--- config.mk ---
export PLATFORM = sky130hd
export DESIGN_NAME = wb_merge
export DESIGN_NICKNAME = d
export VERILOG_FILES = /design/src/rtl/wb_merge.sv
export SDC_FILE = /design/constraint.sdc
export NUM_CORES = 1
export LEC_CHECK = 0
export CORE_MARGIN = 2
export CORE_UTILIZATION = 53
export CTS_CLUSTER_DIAMETER = 200
export CTS_CLUSTER_SIZE = 25
export DETAILED_ROUTE_END_ITERATION = 10
export PLACE_DENSITY_LB_ADDON = 0.12
export SYNTH_ARGS = -nofsm -noshare
export SYNTH_HDL_FRONTEND = slang
export SYNTH_SLANG_ARGS = --single-unit
export TNS_END_PERCENT = 5
--- constraint.sdc ---
create_clock -name clock -period 5.17 [get_ports clock]
set_input_delay 1.034 -clock clock [delete_from_list [all_inputs] [get_ports clock]]
set_output_delay 1.034 -clock clock [all_outputs]
set_load 0.02 [all_outputs]
--- src/rtl/wb_merge.sv ---
// Writeback merge: two in-order ALU lanes plus a long-latency FIFO
// steered onto the two register-file write ports.
module wb_merge #(
  parameter int XLEN  = 64,
  parameter int DEPTH = 4
) (
  input  logic                       clock,
  input  logic                       reset,
  input  logic                       p0_valid,
  input  logic [4:0]                 p0_waddr,
  input  logic [XLEN-1:0]            p0_wdata,
  input  logic                       p1_valid,
  input  logic [4:0]                 p1_waddr,
  input  logic [XLEN-1:0]            p1_wdata,
  input  logic                       ll_valid,
  output logic                       ll_ready,
  input  logic [4:0]                 ll_waddr,
  input  logic [XLEN-1:0]            ll_wdata,
  output logic                       rf_bus_0_wen,
  output logic [4:0]                 rf_bus_0_waddr,
  output logic [XLEN-1:0]            rf_bus_0_wdata,
  output logic                       rf_bus_1_wen,
  output logic [4:0]                 rf_bus_1_waddr,
  output logic [XLEN-1:0]            rf_bus_1_wdata,
  output logic [31:0]                pending,
  output logic [$clog2(DEPTH):0]     fifo_count
);

  localparam int PW = $clog2(DEPTH);
  localparam int CW = PW + 1;

  logic [4:0]      mem_addr [DEPTH];
  logic [XLEN-1:0] mem_data [DEPTH];
  logic [PW-1:0]   rd_ptr;
  logic [PW-1:0]   wr_ptr;
  logic [CW-1:0]   count;
  logic            rst_done;

  logic            lane0;
  logic            lane1;
  logic            take0;
  logic            take1;
  logic            enq;
  logic [CW-1:0]   deq;
  logic [PW-1:0]   idx1;

  assign fifo_count = count;
  assign ll_ready   = reset && rst_done && (count < CW'(DEPTH));

  // Only entries present before this edge are eligible: no bypass.
  always_comb begin
    lane0 = p0_valid && (p0_waddr != 5'd0);
    lane1 = p1_valid && (p1_waddr != 5'd0);
    take0 = !lane0 && (count != '0);
    take1 = !lane1 && (count > CW'(take0));
    idx1  = take0 ? rd_ptr + PW'(1) : rd_ptr;
    deq   = CW'(take0) + CW'(take1);
    enq   = ll_valid && ll_ready && (ll_waddr != 5'd0);
  end

  always_ff @(posedge clock) begin
    if (enq) begin
      mem_addr[wr_ptr] <= ll_waddr;
      mem_data[wr_ptr] <= ll_wdata;
    end
  end

  always_ff @(posedge clock) begin
    if (!reset) begin
      rst_done       <= 1'b0;
      rd_ptr         <= '0;
      wr_ptr         <= '0;
      count          <= '0;
      rf_bus_0_wen   <= 1'b0;
      rf_bus_0_waddr <= '0;
      rf_bus_0_wdata <= '0;
      rf_bus_1_wen   <= 1'b0;
      rf_bus_1_waddr <= '0;
      rf_bus_1_wdata <= '0;
    end else begin
      rst_done <= 1'b1;
      if (enq) begin
        wr_ptr <= wr_ptr + PW'(1);
      end
      rd_ptr <= rd_ptr + PW'(deq);
      count  <= count + CW'(enq) - deq;

      rf_bus_0_wen   <= lane0 || take0;
      rf_bus_0_waddr <= '0;
      rf_bus_0_wdata <= '0;
      if (lane0) begin
        rf_bus_0_waddr <= p0_waddr;
        rf_bus_0_wdata <= p0_wdata;
      end else if (take0) begin
        rf_bus_0_waddr <= mem_addr[rd_ptr];
        rf_bus_0_wdata <= mem_data[rd_ptr];
      end

      rf_bus_1_wen   <= lane1 || take1;
      rf_bus_1_waddr <= '0;
      rf_bus_1_wdata <= '0;
      if (lane1) begin
        rf_bus_1_waddr <= p1_waddr;
        rf_bus_1_wdata <= p1_wdata;
      end else if (take1) begin
        rf_bus_1_waddr <= mem_addr[idx1];
        rf_bus_1_wdata <= mem_data[idx1];
      end
    end
  end

  logic [31:0]   pend;
  logic [PW-1:0] off;

  // An entry is live when its distance from the head is below count.
  always_comb begin
    pend = '0;
    off  = '0;
    for (int i = 0; i < DEPTH; i++) begin
      off = PW'(i) - rd_ptr;
      if ({1'b0, off} < count) begin
        pend[mem_addr[i]] = 1'b1;
      end
    end
    if (rf_bus_0_wen) begin
      pend[rf_bus_0_waddr] = 1'b1;
    end
    if (rf_bus_1_wen) begin
      pend[rf_bus_1_waddr] = 1'b1;
    end
    pend[0] = 1'b0;
  end

  assign pending = pend;

endmodule

Word level (Yosys, flattened, before mapping)
Memory sizes are Yosys's and may differ from the RTL's. A register that Yosys moved wholly into a read port is not among the register bits.
Cells that the tools add are included.

word-level totals
  word-level logic and storage cells = 99
  input port bits = 212
  memories = 2
  output and inout bits = 176
  latch bits = 0
  bits in registers = 148
  memory bits (writable) = 276
  bits in read-only memories = 0

cells by class
  order comparisons = 18
  add/sub/neg operators = 10
  bitwise gates (word level) = 5
  $mul = 0
  reduce and logical (&&, ||, !) cells = 22
  eq/ne operators = 0
  mux-type cells = 32
  shift operators = 0
  div/mod/pow operators = 0

memory list
  name      depth  width  read ports  clocked after Yosys merged registers in  write ports  line  text
  mem_data  4      64     2           1                                        1            33    logic [XLEN-1:0] mem_data [DEPTH];
  mem_addr  4      5      6           1                                        1            32    logic [4:0] mem_addr [DEPTH];

operators with widths
  kind                 count
  $mux 64              4
  $mux 32              6
  $or 32x32->32        5
  $lt 5x6->1 const B   6
  $demux 1 s5          6
  $ge 5x1->1 const B   6
  $mux 5               4
  $reduce_bool 5->1    3
  $logic_and 1x1->1    14
  $lt 2x3->1           4
  $mux 1               9
  $mux 2               3
  $add 2x1->2 const B  2
  $sub 1x2->2 const A  2
  $sub 2x2->2 const A  2
  $add 3x1->3          1
  $gt 3x1->1           1
  $lt 3x3->1 const B   1
  $reduce_bool 3->1    1
  $sub 3x2->3          1
  $add 1x1->2          1
  $add 2x2->2          1
  $logic_not 1->1      2
  $logic_or 1x1->1     2

Logic depth before layout (Yosys ltp)
Gate-level depths: netlist (run 1).
An unclocked memory read counts as a cell.

  depth in word-level cells = 16
  mapped depth = 21
  mapped depth without buffers = 16

Least setup slack after synthesis (run 1)
No wires, ideal clock.

  path type = input port to flip-flop
  start = input port p0_valid
  end = register count[2], in the netlist fifo_count[2]
  buffers on the path = 4
  arrival = 4.173 ns
  required time = 5.042 ns
  stages on the path = 20
  path slack = 0.870 ns
  setup time = 0.128 ns
  cells stage by stage = buf_2 -> o21ai_1 -> nand3_4 -> inv_4 -> buf_6 -> buf_6 -> buf_2 -> ha_1 -> nor2_1 -> nor3_1 -> nor2_2 -> ha_1 -> ha_1 -> inv_1 -> ha_1 -> inv_1 -> fa_1 -> xor2_1 -> xnor2_1 -> nor2_1

on the way
  cells in the longest elaborated chain, start to end = 7

RTL lines
  element                line  text
  from (decl)            9     input logic p0_valid,
  $logic_and 1x1->1 (*)  52    lane0 = p0_valid && (p0_waddr != 5'd0);
  $logic_not 1->1 (*)    54    take0 = !lane0 && (count != '0);
  $logic_and 1x1->1 (*)  54
  $gt 3x1->1             55    take1 = !lane1 && (count > CW'(take0));
  $logic_and 1x1->1      55
  $add 1x1->2 (*)        57    deq = CW'(take0) + CW'(take1);
  $sub 3x2->3 (*)        86    count <= count + CW'(enq) - deq;
  to (signal assigned)   86
  to (decl)              36    logic [CW-1:0] count;

Every way passes the cells marked *; elsewhere a longest branch is shown, timed or not.
A chain may end at the register's enable or synchronous reset.

Worst setup path after layout (run 1)
  start = register rd_ptr[0]
  end = output port pending[24]

on the way
  cells in the longest elaborated chain, start to end = 13
  elaborated cells on any way between the ends = 19
  classes of those cells = 4 x add/sub; 4 x order compare; 6 x mux; 5 x bitwise

RTL lines
  element                         line  text
  from (decl)                     34    logic [PW-1:0] rd_ptr;
  from (signal assigned)          85    rd_ptr <= rd_ptr + PW'(deq);
  $sub 1x2->2                     120   off = PW'(i) - rd_ptr;
  $lt 2x3->1                      121   if ({1'b0, off} < count) begin
  $mux 32                         121
  $or 32x32->32 (no source line)  n/a
  $mux 32                         121
  $or 32x32->32 (no source line)  n/a
  $mux 32                         121
  $or 32x32->32 (no source line)  n/a
  $mux 32 (*)                     121
  $or 32x32->32 (no source line)  n/a
  $mux 32 (*)                     125   if (rf_bus_0_wen) begin
  $or 32x32->32 (no source line)  n/a
  $mux 32 (*)                     128   if (rf_bus_1_wen) begin
  to (decl)                       25    output logic [31:0] pending,

Marks and branches as above.

==> run summary, run 1 <==
Clocking
- Clock Tree Root: sky130_fd_sc_hd__clkbuf_16
- total clock sinks: 424
- setup fix buffers added after clock tree synthesis: 0
- TritonCTS buffer count: 20
- clock insertion delay at the later pin of the skew report: 550 ps
- CTS clock-pin slew for the worst setup and hold paths: 110 ps
- # resized after CTS: 0
- deepest clock path buffer count: 3
- Clock H-tree levels: 1
- number of hold-repair buffers added at the cts stage: 0
- clock tree from TritonCTS: built

Logic synthesis
- Unique masters post-synth: 61
- sequential area share after synthesis: 54.1%
- synthesis-stage register bit count: 424
- top-area cell type share of the netlist area: 39.9%
- cell type with the largest total area after synthesis: sky130_fd_sc_hd__edfxtp_1
- EDFF count, synth: 276
- Synth Cell Area: 20800 sq um
- warning count from the yosys run: 0
- synthesized area divided by synthesized cell count: 13.6 sq um
- post-synthesis instance total: 1531
- top flip-flop cell by instance count after synthesis: sky130_fd_sc_hd__edfxtp_1
- ranking of synthesized cells by area: sky130_fd_sc_hd__edfxtp_1 (40%), sky130_fd_sc_hd__mux4_2 (15%), sky130_fd_sc_hd__dfxtp_1 (14%)
- number of nets in the synthesized netlist: 1758
- async set-reset flop share out of synthesis: 0%

Setup path
- CP Class: register to output pin
- startpoint type of the worst setup path: register
- slowest cell delay on critical path: 670 ps
- crit path max-delay cell type: sky130_fd_sc_hd__or3b_2
- Required @ worst endpoint: 4140 ps
- biggest fanout along the worst timing path: 54
- worst r2r path cells: 16
- WP data arrival: 3870 ps
- sequence of cells on the critical path: buf_4 > a21boi_0 > o21bai_1 > or3b_2 > o22ai_1 > a211o_1 > clkdlybuf4s50_1
- Worst Setup End Kind: output pin

Cells and area
- share of layout cells above drive strength 1: 14.5%
- post-route cell area: 25600 sq um
- signed area change from the synthesized netlist to the final layout: 23.2%
- register cell area after layout: 11300 sq um
- count of fill cells added during filler insertion: 2790
- number of nets in the layout: 2066
- area taken by multi-input logic gates: 8840 sq um

Die
- Row Count: 72
- core region area: 38600 sq um
- # IOs: 388
- area of the die: 40800 sq um
- initial core utilization: 53.8%
- Die W: 202 um
- Die Y: 202 um

STA
- aggregate negative setup slack: 0 ps
- Achievable Freq: 0.204 GHz
- worst slew slack as a fraction of its limit: 24.3%
- Period Utilization, post-route: 94.8%
- transition at the pin with the smallest max-transition slack: 1130 ps
- pins over their slew limit: 0
- hold violation count in the final report: 0
- setup repair after global routing missed its margin: false
- minimum clock period after layout: 4900 ps
- skew final: 35.7 ps
- setup violators final: 0
- final hold slack: 535 ps

Route
- total detailed-routing wirelength: 62300 um
- Routed wire per std cell: 26.2 um
- DRC violations left: 0
- 1st-pass router iterations: 6
- Post-DRT Antenna Nets: 0
- via density per instance: 6.50
- initial drt markers: 1373
- vias after detailed routing: 15500

Placed design
- number of buffers inserted by port buffering: 386
- final RePlAce weighted congestion: 0.966
- instance area at placement: 25000 sq um
- Final HPWL DP: 40400 um

Min path
- class of the tightest hold or removal check: register to register
- WHS Path Cells: 2

Global routing
- global-route wire length before repair: 93000 um
- leftover overflow at the end of global routing: 0
- pin count of the biggest net entering global routing: 70
- antenna violations before repair: 9
- vias in the first global route: 15500
- all-layer global routing usage: 29.7%

Power and ir drop
- standby leakage power: 8.55 nW
- Max VDD drop: 0.000293 V
- power density normalized to cell area: 393 nW/um^2

Run
- number of maximum-capacitance violations: 0

Status
- outcome: finished, final reports clean

registers in the layout, summed over array words and instances (netlist names):
signal,flops
fifo_count,3
rf_bus_0_wen,1
rd_ptr,2
rf_bus_0_wdata,64
rf_bus_1_wen,1
mem_addr,20
rf_bus_1_waddr,5
rf_bus_1_wdata,64
rst_done,1
mem_data,256
wr_ptr,2
rf_bus_0_waddr,5
cell usage after synthesis, types with 13 or more instances:
cell type and count:
sky130_fd_sc_hd__edfxtp_1 276, sky130_fd_sc_hd__mux2_1 18, sky130_fd_sc_hd__o221ai_1 68, sky130_fd_sc_hd__or4_1 24, sky130_fd_sc_hd__nand2_1 88, sky130_fd_sc_hd__mux4_2 136, sky130_fd_sc_hd__nand3_1 22, sky130_fd_sc_hd__dfxtp_1 148
sky130_fd_sc_hd__buf_2 37, sky130_fd_sc_hd__nor2_1 124, sky130_fd_sc_hd__inv_1 20, sky130_fd_sc_hd__buf_6 13, sky130_fd_sc_hd__nand3b_1 15, sky130_fd_sc_hd__clkbuf_1 72, sky130_fd_sc_hd__a22oi_1 136, sky130_fd_sc_hd__mux2i_1 67
sky130_fd_sc_hd__o22ai_1 45, sky130_fd_sc_hd__mux2_2 49, sky130_fd_sc_hd__ha_1 14
cell usage in the layout (no fill, tap or decap), types with 5 or more instances in the layout:
cell type / instances
sky130_fd_sc_hd__clkdlybuf4s50_1: 386
sky130_fd_sc_hd__nor2b_1: 11
sky130_fd_sc_hd__mux4_2: 136
sky130_fd_sc_hd__buf_12: 5
sky130_fd_sc_hd__or3_1: 6
sky130_fd_sc_hd__or3b_2: 8
sky130_fd_sc_hd__nand4_1: 5
sky130_fd_sc_hd__o22ai_1: 45
sky130_fd_sc_hd__mux2_1: 18
sky130_fd_sc_hd__clkbuf_1: 13
sky130_fd_sc_hd__diode_2: 8
sky130_fd_sc_hd__a21oi_1: 10
sky130_fd_sc_hd__nand3_1: 21
sky130_fd_sc_hd__mux2_2: 49
sky130_fd_sc_hd__a22oi_1: 136
sky130_fd_sc_hd__ha_1: 14
sky130_fd_sc_hd__inv_1: 19
sky130_fd_sc_hd__dfxtp_1: 146
sky130_fd_sc_hd__nor2_1: 123
sky130_fd_sc_hd__buf_4: 29
sky130_fd_sc_hd__nand2b_1: 11
sky130_fd_sc_hd__nand2_1: 87
sky130_fd_sc_hd__nor3_1: 12
sky130_fd_sc_hd__o21ai_0: 10
sky130_fd_sc_hd__mux2i_1: 67
sky130_fd_sc_hd__and3b_1: 6
sky130_fd_sc_hd__o221ai_1: 68
sky130_fd_sc_hd__edfxtp_1: 276
sky130_fd_sc_hd__o211ai_1: 12
sky130_fd_sc_hd__nand3b_1: 15
sky130_fd_sc_hd__or4_1: 24
sky130_fd_sc_hd__clkbuf_16: 20
critical path, delay by kind of cell (launching register included):
kind	cells	cell delay, ps
flops	1	370
compound gates	4	990
simple gates	1	670
buf+inv	2	1280
routing by layer:
metal	GRT usage, %	routed length, um	up-vias
li1	-	-	6751
met1	38.7	24200	7762
met2	49.3	30300	800
met3	5.80	5470	142
met4	12.1	2210	4
met5	0	27	-
per-stage QoR:
step | util, % | instances | power [mW] | setup slack (ps)
final | 66.3 | 2378 | 10.1 | 268
after floorplan | - | 1531 | 6.90 | 870
after CTS | 66.2 | 2370 | 10.1 | 264
after global placement | 64.7 | 2335 | 8.29 | 543
after detailed placement | 64.7 | 2335 | 8.34 | 456
after global routing | 66.3 | 2377 | 10.5 | 32.0
where the power goes:
group	switching [mW]	total (mW)	internal, mW
Clock	1.03	1.78	0.749
Sequential	0.179	4.04	3.86
Combinational	2.30	4.26	1.96
area by class of cell:
class | instances | area share, %
diodes | 8 | 0.0782
clock buffers | 34 | 2.17
clock inverters | 1 | 0.0635
inverters | 22 | 0.362
multi-input cells | 951 | 34.5
flip-flops and latches | 424 | 44.0
well taps | 518 | 2.53
repair buffers | 420 | 16.3
final timing paths:
check | start | endpoint | slack [ps]
max | rd_ptr[0] | pending[24] | 270
min reg2reg | wr_ptr[1] | wr_ptr[1] | 530
min | wr_ptr[1] | wr_ptr[1] | 530
max reg2reg | fifo_count[2] | fifo_count[2] | 1220
kinds of logic (layout without fill, tap and decap cells):
logic type,Yosys count,in the layout,share of synthesized area (%)
flops,424,424,54.1
simple gates,351,351,8.31
compound gates,309,309,11.3
mux,270,270,21.6
buf+inv,156,477,3.56
fa+ha+maj,15,15,0.939
xor+xnor,5,5,0.211
other cells,1,9,0.0180
Power figures use the tool's default switching activity.
==> inputs of run 2 (changes only) <==
- ABC_CLOCK_PERIOD_IN_PS: unset -> 5170
- REMOVE_ABC_BUFFERS: unset -> 1
==> run summary, run 2 (synthesis results as in run 1) <==
STA
- hold violation count in the final report: 0, unchanged
- setup violators final: 0, unchanged
- pins over their slew limit: 0, unchanged
- setup repair after global routing missed its margin: false
- minimum clock period after layout: 4970 ps, +66.2 ps
- Period Utilization, post-route: 96.1%, +1.3 points
- skew final: 25.0 ps, -10.7 ps
- worst slew slack as a fraction of its limit: 15.1%, -9.2 points
- Achievable Freq: 0.201 GHz, -1.3%
- transition at the pin with the smallest max-transition slack: 1270 ps, +140 ps

Die
- Row Count: 72, unchanged
- core region area: 38600 sq um, unchanged
- Die Y: 202 um, unchanged
- area of the die: 40800 sq um, unchanged
- initial core utilization: 53.8%, unchanged
- # IOs: 388, unchanged
- Die W: 202 um, unchanged

Global routing
- global-route wire length before repair: 97300 um, +4.5%
- met2 Use GR: 52.5%, +3.2 points
- leftover overflow at the end of global routing: 0, unchanged
- grt met3 use: 6.24%, +0.44 points
- all-layer global routing usage: 31.5%, +1.7 points
- pin count of the biggest net entering global routing: 143, +100%
- antenna violations before repair: 13, +4
- most crowded layer after global routing: met2
- vias in the first global route: 15700, +1.4%
- met1 routing resource usage after global routing: 41.9%, +3.2 points

Setup path
- CP Launch Point: rd_ptr[1]
- slowest cell delay on critical path: 810 ps, +140 ps
- Worst Setup End Kind: output pin
- Required @ worst endpoint: 4140 ps, about the same
- number of buffer and inverter stages on the critical path: 2, unchanged
- Largest delay share family, worst path: compound AO/OA/AOI/OAI gates
- crit path max-delay cell type: sky130_fd_sc_hd__o211ai_1
- CP Class: register to output pin
- sequence of cells on the critical path: nor2b_1 > nor2_1 > inv_1 > ha_1 > a21oi_1 > o211ai_1 > o22ai_1 > or4_1 > clkdlybuf4s50_1
- WP data arrival: 3930 ps, +60 ps
- worst-case register-to-register setup slack: 1250 ps, +30 ps
- startpoint type of the worst setup path: register
- biggest fanout along the worst timing path: 30, -44%
- reg-to-reg critical path startpoint: fifo_count[2]

Placed design
- # placed instances: 2331, -0.17%
- final RePlAce weighted congestion: 0.967, +0.11%
- Final HPWL DP: 42000 um, +3.7%
- number of buffers inserted by port buffering: 386, unchanged
- instance area at placement: 25000 sq um, about the same

Route
- 1st-pass router iterations: 5, -1
- initial drt markers: 1104, -20%
- Post-DRT Antenna Nets: 0, unchanged
- vias after detailed routing: 15400, -0.47%
- total detailed-routing wirelength: 64900 um, +4.2%
- via density per instance: 6.47, -0.47%
- DRC violations left: 0, unchanged
- Routed wire per std cell: 27.3 um, +4.2%

Clocking
- clock tree from TritonCTS: built
- deepest clock path buffer count: 3, unchanged
- total clock sinks: 424, unchanged
- Clock Tree Root: sky130_fd_sc_hd__clkbuf_16
- clock insertion delay at the later pin of the skew report: 560 ps, about the same
- Clock H-tree levels: 1, unchanged
- TritonCTS buffer count: 20, unchanged
- CTS clock-pin slew for the worst setup and hold paths: 100 ps, about the same

Cells and area
- number of nets in the layout: 2064, -0.097%
- non-filler instance count after layout: 2378, unchanged
- most common cell after layout, fill and taps aside: sky130_fd_sc_hd__clkdlybuf4s50_1
- top register by number of flip-flops: mem_data
- share of layout cells above drive strength 1: 14.3%, -0.15 points
- post-route cell area: 25600 sq um, about the same
- max reg flops: 256, unchanged
- largest registers: mem_data: 256 flops, rf_bus_0_wdata: 64 flops, rf_bus_1_wdata: 64 flops
- signed area change from the synthesized netlist to the final layout: 23.3%, about the same
- top library cells by usage in the layout, fill and taps aside: sky130_fd_sc_hd__clkdlybuf4s50_1 (380), sky130_fd_sc_hd__edfxtp_1 (276), sky130_fd_sc_hd__dfxtp_1 (146), sky130_fd_sc_hd__mux4_2 (136), sky130_fd_sc_hd__a22oi_1 (136)

Power and ir drop
- standby leakage power: 8.64 nW, +1.1%
- power density normalized to cell area: 396 nW/um^2, +0.69%
- Max VDD drop: 0.000285 V, -2.6%

Min path
- class of the tightest hold or removal check: register to register
- Hold Startpoint: wr_ptr[1]

Run
- number of maximum-capacitance violations: 0, unchanged

Status
- outcome: finished, final reports clean

==> run 2: cell types whose count changed in the layout (fill, tap and decap cells not counted), sizes merged <==
cell,before,now
buf,34,32
clkdlybuf4s50,386,380
inv,22,21
dlymetal6s2s,0,6
diode,8,9
clkbuf,34,36
==> run 2: routing by layer <==
| metal | vias up | wire (um) |
|---|---|---|
| met4 | 12 | 1730 |
| li1 | 6763 | - |
| met5 | - | 69 |
| met1 | 7753 | 25600 |
| met2 | 738 | 31700 |
| met3 | 121 | 5810 |
==> run 2: where the power goes <==
part	leakage, nW	internal [mW]	total, mW	switching (mW)
Combinational	4.65	1.97	4.26	2.30
Sequential	3.71	3.86	4.07	0.216
Clock	0.277	0.774	1.81	1.03
==> run 2: per-stage QoR <==
step	setup WS (ps)	hold slack, ps	utilization (%)	setup TNS (ps)	total power [mW]
after CTS	121	515	66.2	0	10.2
after global placement	586	489	64.7	0	8.32
final	202	515	66.3	0	10.1
after detailed placement	477	501	64.7	0	8.38
after floorplan	-2920	469	-	-273610	6.88
after global routing	23.1	593	66.3	0	10.6
==> run 2: worst paths after layout <==
| kind | end | cells after the start |
|---|---|---|
| min reg2reg | wr_ptr[1] | 2 |
| max reg2reg | fifo_count[2] | 16 |
| min | wr_ptr[1] | 2 |
| max | pending[26] | 9 |
==> run 2: worst register-to-register path, stage by stage (launching register included) <==
cell and delay [ps]:
sky130_fd_sc_hd__dfxtp_1 860, sky130_fd_sc_hd__or3_1 370, sky130_fd_sc_hd__nand3_4 150, sky130_fd_sc_hd__inv_8 90, sky130_fd_sc_hd__ha_1 220, sky130_fd_sc_hd__nor2_1 100
sky130_fd_sc_hd__nor3_1 70, sky130_fd_sc_hd__nor2_2 310, sky130_fd_sc_hd__ha_1 320, sky130_fd_sc_hd__ha_1 300, sky130_fd_sc_hd__inv_1 60, sky130_fd_sc_hd__ha_1 140
sky130_fd_sc_hd__inv_1 50, sky130_fd_sc_hd__fa_1 380, sky130_fd_sc_hd__xor2_1 180, sky130_fd_sc_hd__xnor2_1 130, sky130_fd_sc_hd__nor2_1 60
==> run 2: final cells by class <==
| type | count | area, sq um |
|---|---|---|
| fillers | 2783 | 13000 |
| diodes | 9 | 22.5 |
| multi-input cells | 951 | 8840 |
| clock buffers | 36 | 582 |
| flip-flops and latches | 424 | 11300 |
| inverters | 22 | 93.8 |
| well taps | 518 | 648 |
| repair buffers | 418 | 4180 |
==> run 2: timing repair <==
item                                    in CTS  in global routing
setup buffers                                0                  2
endpoints found under the setup margin       0                 12
hold buffers                                 0                  0
resized for setup                            0                  6
